## config.mk

```make
export PLATFORM = sky130hd
export DESIGN_NAME = uart_rx
export DESIGN_NICKNAME = d
export VERILOG_FILES = /design/src/rtl/uart_pkg.sv /design/src/rtl/uart_rx_sync.sv /design/src/rtl/uart_rx.sv
export SDC_FILE = /design/constraint.sdc
export NUM_CORES = 1
export LEC_CHECK = 0
export CAP_MARGIN = 20
export CORE_AREA = 3 3 67 69
export CTS_CLUSTER_DIAMETER = 30
export DETAILED_ROUTE_END_ITERATION = 6
export DIE_AREA = 0 0 70 72
export PLACE_DENSITY = 0.77
export REMOVE_ABC_BUFFERS = 1
export SYNTH_ARGS = -nofsm -noshare
export SYNTH_HDL_FRONTEND = slang
export SYNTH_SLANG_ARGS = --single-unit
export TNS_END_PERCENT = 30
```

## constraint.sdc

```tcl
create_clock -name clk -period 2.2 [get_ports clk]
set_input_delay 0.33 -clock clk [delete_from_list [all_inputs] [get_ports clk]]
set_output_delay 0.33 -clock clk [all_outputs]
set_load 0.02 [all_outputs]
```

## src/rtl/uart_pkg.sv

```systemverilog
// Shared types and helpers for the UART receive path: FSM state encoding,
// frame width and baud divisor calculation.
package uart_pkg;

  localparam int DATA_BITS = 8;

  typedef enum logic [2:0] {
    IDLE  = 3'd0,
    START = 3'd1,
    DATA  = 3'd2,
    STOP  = 3'd3,
    BREAK = 3'd4
  } uart_rx_state_t;

  // Clocks per bit cell minus one; clk_fre is in MHz, uart_rate in bit/s.
  function automatic int calc_rate_cnt(input int clk_fre, input int uart_rate);
    return (clk_fre * 1_000_000) / uart_rate - 1;
  endfunction

endpackage

```

## src/rtl/uart_rx_sync.sv

```systemverilog
// Two-flop synchroniser for the asynchronous serial input. Resets to the
// idle-high line level so a reset never looks like a start bit.
module uart_rx_sync (
  input  logic clk,
  input  logic rst,
  input  logic d,
  output logic q
);

  logic meta;

  always_ff @(posedge clk) begin
    if (rst) begin
      meta <= 1'b1;
      q    <= 1'b1;
    end else begin
      meta <= d;
      q    <= meta;
    end
  end

endmodule

```

## src/rtl/uart_rx.sv

```systemverilog
// UART receiver, 8N1, LSB first, mid-bit sampling from a clk-based baud counter.
// Optional macro UART_RX_FRAME_ERR_EN enables the frame_err pulse on a bad stop bit.
module uart_rx
  import uart_pkg::*;
#(
  parameter int CLK_FRE   = 50,
  parameter int UART_RATE = 115200
) (
  input  logic       clk,
  input  logic       rst,
  input  logic       rx_pin,
  output logic       recv_valid,
  output logic [7:0] recv_data,
  output logic       recv_busy,
  output logic       frame_err
);

  localparam int          RATE_INT = calc_rate_cnt(CLK_FRE, UART_RATE);
  localparam logic [20:0] RATE_CNT = 21'(RATE_INT);
  localparam logic [20:0] HALF_CNT = 21'(RATE_INT / 2);

  // Output handshake: recv_valid is a one-cycle pulse with no back-pressure;
  // recv_data is valid in that cycle and holds until the next pulse.
  uart_rx_state_t         state;
  logic [20:0]            clk_cnt;
  logic [2:0]             bit_cnt;
  logic [DATA_BITS-1:0]   shift_r;
  logic                   rx_s;

  uart_rx_sync u_sync (
    .clk (clk),
    .rst (rst),
    .d   (rx_pin),
    .q   (rx_s)
  );

  assign recv_busy = (state != IDLE);

  always_ff @(posedge clk) begin
    if (rst) begin
      state      <= IDLE;
      clk_cnt    <= '0;
      bit_cnt    <= '0;
      shift_r    <= '0;
      recv_data  <= '0;
      recv_valid <= 1'b0;
      frame_err  <= 1'b0;
    end else begin
      recv_valid <= 1'b0;
      frame_err  <= 1'b0;
      unique case (state)
        IDLE: begin
          if (!rx_s) begin
            state   <= START;
            clk_cnt <= '0;
            bit_cnt <= '0;
          end
        end
        START: begin
          // A line that is high again at mid start bit was only a glitch.
          if (clk_cnt == HALF_CNT) begin
            clk_cnt <= '0;
            state   <= rx_s ? IDLE : DATA;
          end else begin
            clk_cnt <= clk_cnt + 21'd1;
          end
        end
        DATA: begin
          if (clk_cnt == RATE_CNT) begin
            clk_cnt          <= '0;
            shift_r[bit_cnt] <= rx_s;
            bit_cnt          <= bit_cnt + 3'd1;
            if (bit_cnt == 3'(DATA_BITS - 1)) state <= STOP;
          end else begin
            clk_cnt <= clk_cnt + 21'd1;
          end
        end
        STOP: begin
          // Leaving at mid stop bit leaves half a bit to catch the next start edge.
          if (clk_cnt == RATE_CNT) begin
            clk_cnt <= '0;
            if (rx_s) begin
              recv_data  <= shift_r;
              recv_valid <= 1'b1;
              state      <= IDLE;
            end else begin
`ifdef UART_RX_FRAME_ERR_EN
              frame_err <= 1'b1;
`endif
              state <= BREAK;
            end
          end else begin
            clk_cnt <= clk_cnt + 21'd1;
          end
        end
        BREAK: begin
          if (rx_s) state <= IDLE;
        end
        default: state <= IDLE;
      endcase
    end
  end

endmodule
```

* Yosys cells after proc, flatten, opt, wreduce, memory -nomap -nowiden
Index checks and enable logic that the tools add are counted.
W data, S select, Z words.
** Cells by class
- Add/subtract/negate cells :: 2
- $lt $le $gt $ge :: 2
- Equality and inequality tests :: 13
- Multiplexer cells :: 20
- Bitwise operators :: 2
- Reduce and logical (&&, ||, !) cells :: 12
** Operators by type and width (count)
- $mux W21 :: 3
- $pmux W21 S3 :: 1
- $mux W3 :: 9
- $add A21 B1 Y21 const B :: 1
- $eq A21 B8 Y1 const B :: 1
- $eq A21 B9 Y1 const B :: 1
- $pmux W3 S5 :: 1
- $ne A2 B2 Y1 const B :: 5
- $bwmux W8 :: 1
- $eq A3 B2 Y1 const B :: 2
- $eq A3 B3 Y1 const B :: 2
- $pmux W3 S2 :: 1
- $reduce_and A3 Y1 :: 2
- $reduce_and A6 Y1 :: 1
- $reduce_bool A3 Y1 :: 2
- $lt A3 B4 Y1 const B :: 1
- $reduce_and A2 Y1 :: 2
- $add A3 B1 Y3 const B :: 1
- $demux W1 S3 :: 1
- $eq A3 B1 Y1 const B :: 1
- $ge A3 B1 Y1 const B :: 1
- $logic_not A3 Y1 :: 1
- $reduce_or A3 Y1 :: 1
- $mux W1 :: 2
- other kinds (6) :: 7
** Storage, ports and cells
- Flip-flop bits (word level) :: 46
- Logic and storage cells :: 59

* Longest topological paths before layout
- Word-level depth :: 5
- Mapped depth :: 9
- Mapped depth without buffers :: 7

* Modules after synthesis
Synthesis repeated with hierarchy kept, for this count alone.
** Second synthesis, totals
- Cells, all modules :: 264
- Area total of the unflattened synthesis :: 2396.0 um^2
** By module, submodules not included
- uart_rx :: instances 1, cells an instance 260, area an instance 2343.5 um^2
- uart_rx_sync :: instances 1, cells an instance 4, area an instance 52.6 um^2

* Least setup slack after synthesis
Ideal clock, no wire load.
- Path kind :: register to register
- Start point :: register clk_cnt[0]
- End point :: register clk_cnt[0]
- Setup time :: 0.115 ns
- Arrival time :: 1.711 ns
- Required time :: 2.085 ns
- Slack :: 0.374 ns
- Cell stages (with the launch flop) :: 10
- Path buffers :: 2
- Period minus slack after synthesis :: 1.826 ns
- Cell sequence :: dfxtp_1 > inv_1 > ha_1 > and4b_1 > nand4b_1 > o21ba_1 > buf_6 > o31ai_4 > buf_6 > nor2_1
** On the way
- Word-level cells in the longest chain between the ends :: 3
** RTL lines
- start: declaration :: RTL line uart_rx.sv:25 : logic [20:0] clk_cnt;
- start signal: assignment :: RTL line uart_rx.sv:65 : clk_cnt <= clk_cnt + 21'd1;
- start signal: assignment :: RTL line uart_rx.sv:75 : clk_cnt <= clk_cnt + 21'd1;
- start signal: assignment :: RTL line uart_rx.sv:93 : clk_cnt <= clk_cnt + 21'd1;
- $add A21 B1 Y21, or another cell as far along :: RTL line uart_rx.sv:65, uart_rx.sv:75, uart_rx.sv:93
- $mux W21, on equally long branches :: RTL line uart_rx.sv:69, uart_rx.sv:80, uart_rx.sv:61
- $pmux W21 S3 * :: RTL line uart_rx.sv:51 : unique case (state)
Every way passes the cells marked *; elsewhere a longest branch is shown, timed or not.
A chain may end at the register's enable or synchronous reset.

* Final worst setup path
- Start point :: register clk_cnt[0]
- End point :: register clk_cnt[20]
The elaborated chain is that of the path after synthesis.

==> metrics.md <==
| Metric | Value |
|---|---|
| Register bit total from synthesis | `46` |
| Fin crit period | `1969 ps` |
| GPL Wtd Cong | `0.8727` |
| Delay-heaviest family, CP | `simple AND/OR/NAND/NOR gates` |
| GRT Total Usage | `0.1898` |
| Slew @ Worst Pin | `577.8 ps` |
| Unique masters post-synth | `50` |
| Net count, final | `277` |
| First-pass GRT wire length | `7.748 mm` |
| Global route total overflow | `0` |
| Slew Limit Fails | `0` |
| WL final | `4.395 mm` |
| Htree depth | `2` |
| Synth area leader | `dfxtp_1` |
| Vias/cell | `5.697` |
| Max-cap violations | `0` |
| RSZ-0062 raised after global routing | `no` |
| Critical path launch point type | `register` |
| P&R area growth vs syn | `12.87%` |
| Status | `finished, final reports clean` |
| Mapped Cells | `254` |
| Die Area | `5040 µm²` |
| Tcrit/Tclk final | `0.8952` |
| Setup violators final | `0` |
| Ys flop type | `dfxtp_1` |
| Layout cells sized above 1 | `0.1222` |
| TritonRoute pass-1 iters | `5` |
| CORE AREA | `3971 µm²` |
| Top-area cell type share of the netlist area | `0.4031` |
| Starting Density | `0.5753` |
| CTS Hold Bufs | `0` |
| # rows | `23` |
| CP Data Required Time | `2440 ps` |
| Max VDD drop | `0.0003428 V` |
| Initial antenna violation count | `0` |
| Routed WL per cell | `13.73 µm` |
| Buffers on Ports | `12` |
| ANT nets after route | `0` |
| CP max FO | `7` |
| Total number of vias | `1823` |
| Post-Syn Area per Cell | `8.995 µm²` |
| Initial drt markers | `76` |
| Clock Latency Late Sink | `300 ps` |
| Detailed placement HPWL | `3.269 mm` |
| Vias in the first global route | `1689` |
| Critical Path Slowest Stage Cell | `nor4b_1` |
| Post-synth EDFFs | `0` |
| Diode count | `0` |
| Worst Path Arrival | `2210 ps` |
| CTS sink count | `46` |
| Total CTS buffers | `5` |
| Clock Tree Buf Depth | `2` |
| Worst-path clk slew | `90 ps` |
| Yosys warnings | `0` |
| Die H | `72 µm` |
| CP Cell Sequence | `ha_1, nand3_1, nor4b_1, nand4_1, or2_2, o211ai_1` |
| Die Wd | `70 µm` |
| CTS tree | `done` |
| Inst Count DP | `312` |
| Max Clock Freq | `0.5078 GHz` |
| Post-synthesis sequential area ratio | `0.4031` |
| Post-CTS Repair Setup Buffers | `0` |
| Root buffer cell | `clkbuf_8` |
| Number of buffers and inverters on the critical path | `0` |
| Asr flop ratio synth | `0` |
| I/O pins | `14` |
| CP Capture Type | `register` |
| Worst Path Class, Setup | `register to register` |
| Post-Layout Cell Count | `320` |
| Max-slew headroom at the worst pin | `0.6116` |
| Setup TNS | `0 ps` |
| # DRC | `0` |
| Top cells by area, synth | `dfxtp_1, mux2i_1, xor2_1` |
| Post-Syn Area | `2285 µm²` |
| Slowest stage delay, CP | `470 ps` |
| Tightest Hold Check Type | `register to register` |
| Pleak | `0.9796 nW` |
| Endpoints failing hold | `0` |
| Power Density | `614.4 nW/µm²` |
| Setup Skew | `11.89 ps` |
| Pin count of the biggest net entering global routing | `16` |
==> area by class of cell <==
class / count / area [µm²]
clock buffer: 5 / 68.82
inverter: 7 / 26.28
tap: 50 / 62.56
fill: 338 / 1393
multi-input combinational: 187 / 1260
timing repair buffer: 22 / 195.2
sequential: 46 / 920.9
clock inverter: 3 / 45.04
==> cell usage after synthesis (all sizes together), types with 3 or more instances <==
master and number:
dfxtp 46, o211ai 4, clkbuf 4, buf 10, a21oi 5, nand3 14, inv 7, nand4 12
mux2i 16, nand2 27, and3 3, nor2 27, nor4 4, ha 5, or3 3, nand2b 5
nor2b 4, or2 4, and4 3, nor3 5, o31ai 3, xor2 14
==> placed cells by master (no fill, tap or decap), types with 3 or more instances in the layout <==
cell and instances:
nand2b_1 5, or2_2 4, mux2i_1 16, xor2_1 14, nand2_1 27, clkdlybuf4s50_1 12
nor4_2 3, nor2b_1 4, clkbuf_8 5, a21oi_1 5, dfxtp_1 46, inv_1 6
nor2_1 27, ha_1 5, nand4_1 11, and3_1 3, buf_4 10, nor3_1 4
nand3_1 14, or3_1 3, o211ai_1 4
==> per-layer routing <==
layer  up-vias  wire length (µm)  track usage
met4         0               104       0.1021
met2        40              2136       0.3127
met5         -                 0            0
li1        931                 -            -
met1       843              1962       0.2277
met3         9               193      0.04986
==> power breakdown <==
group | switching, mW | leakage (nW) | internal (mW) | total (mW)
registers | 0.0121 | 0.371 | 0.841 | 0.853
clock network | 0.288 | 0.0504 | 0.338 | 0.625
logic | 0.0654 | 0.558 | 0.0402 | 0.106
total | 0.365 | 0.980 | 1.22 | 1.58
==> worst paths after layout <==
kind | start | to | slack (ps) | cells past startpoint
max | clk_cnt[0] | clk_cnt[20] | 230 | 6
min reg2reg | u_sync.meta | u_sync.q | 410 | 1
max reg2reg | clk_cnt[0] | clk_cnt[20] | 230 | 6
min | u_sync.meta | u_sync.q | 410 | 1
==> registers in the layout (all words and copies together) (netlist names) <==
signal / count
bit_cnt: 3
clk_cnt: 21
recv_data: 8
recv_valid: 1
shift_r: 8
state: 3
u_sync.meta: 1
u_sync.q: 1
==> logic make-up after synthesis <==
logic type / share of synthesized area
compound gates: 0.1090
fa+ha+maj: 0.02738
flops: 0.4031
mux: 0.07010
simple gates: 0.2820
xor+xnor: 0.05750
other cells: 0.001641
buf+inv: 0.04928
==> metrics by stage <==
step	power, mW	setup slack, ps	util	hold WS, ps	cell area (µm²)
after floorplan	0.9345	269.9	-	389.5	2198
after global placement	0.9769	296.5	0.6185	393.0	2456
after detailed placement	0.9789	244.4	0.6185	393.4	2456
after CTS	1.609	233.2	0.6471	418.4	2570
after global routing	1.644	17.72	0.6493	429.2	2579
final	1.584	230.6	0.6493	408.1	2579
==> what timing repair did <==
action                                  in CTS  in global routing
hold endpoints to repair                     0                  0
resized for setup                            0                  1
endpoints found under the setup margin       0                  1
(Power assumes the default switching activity.)
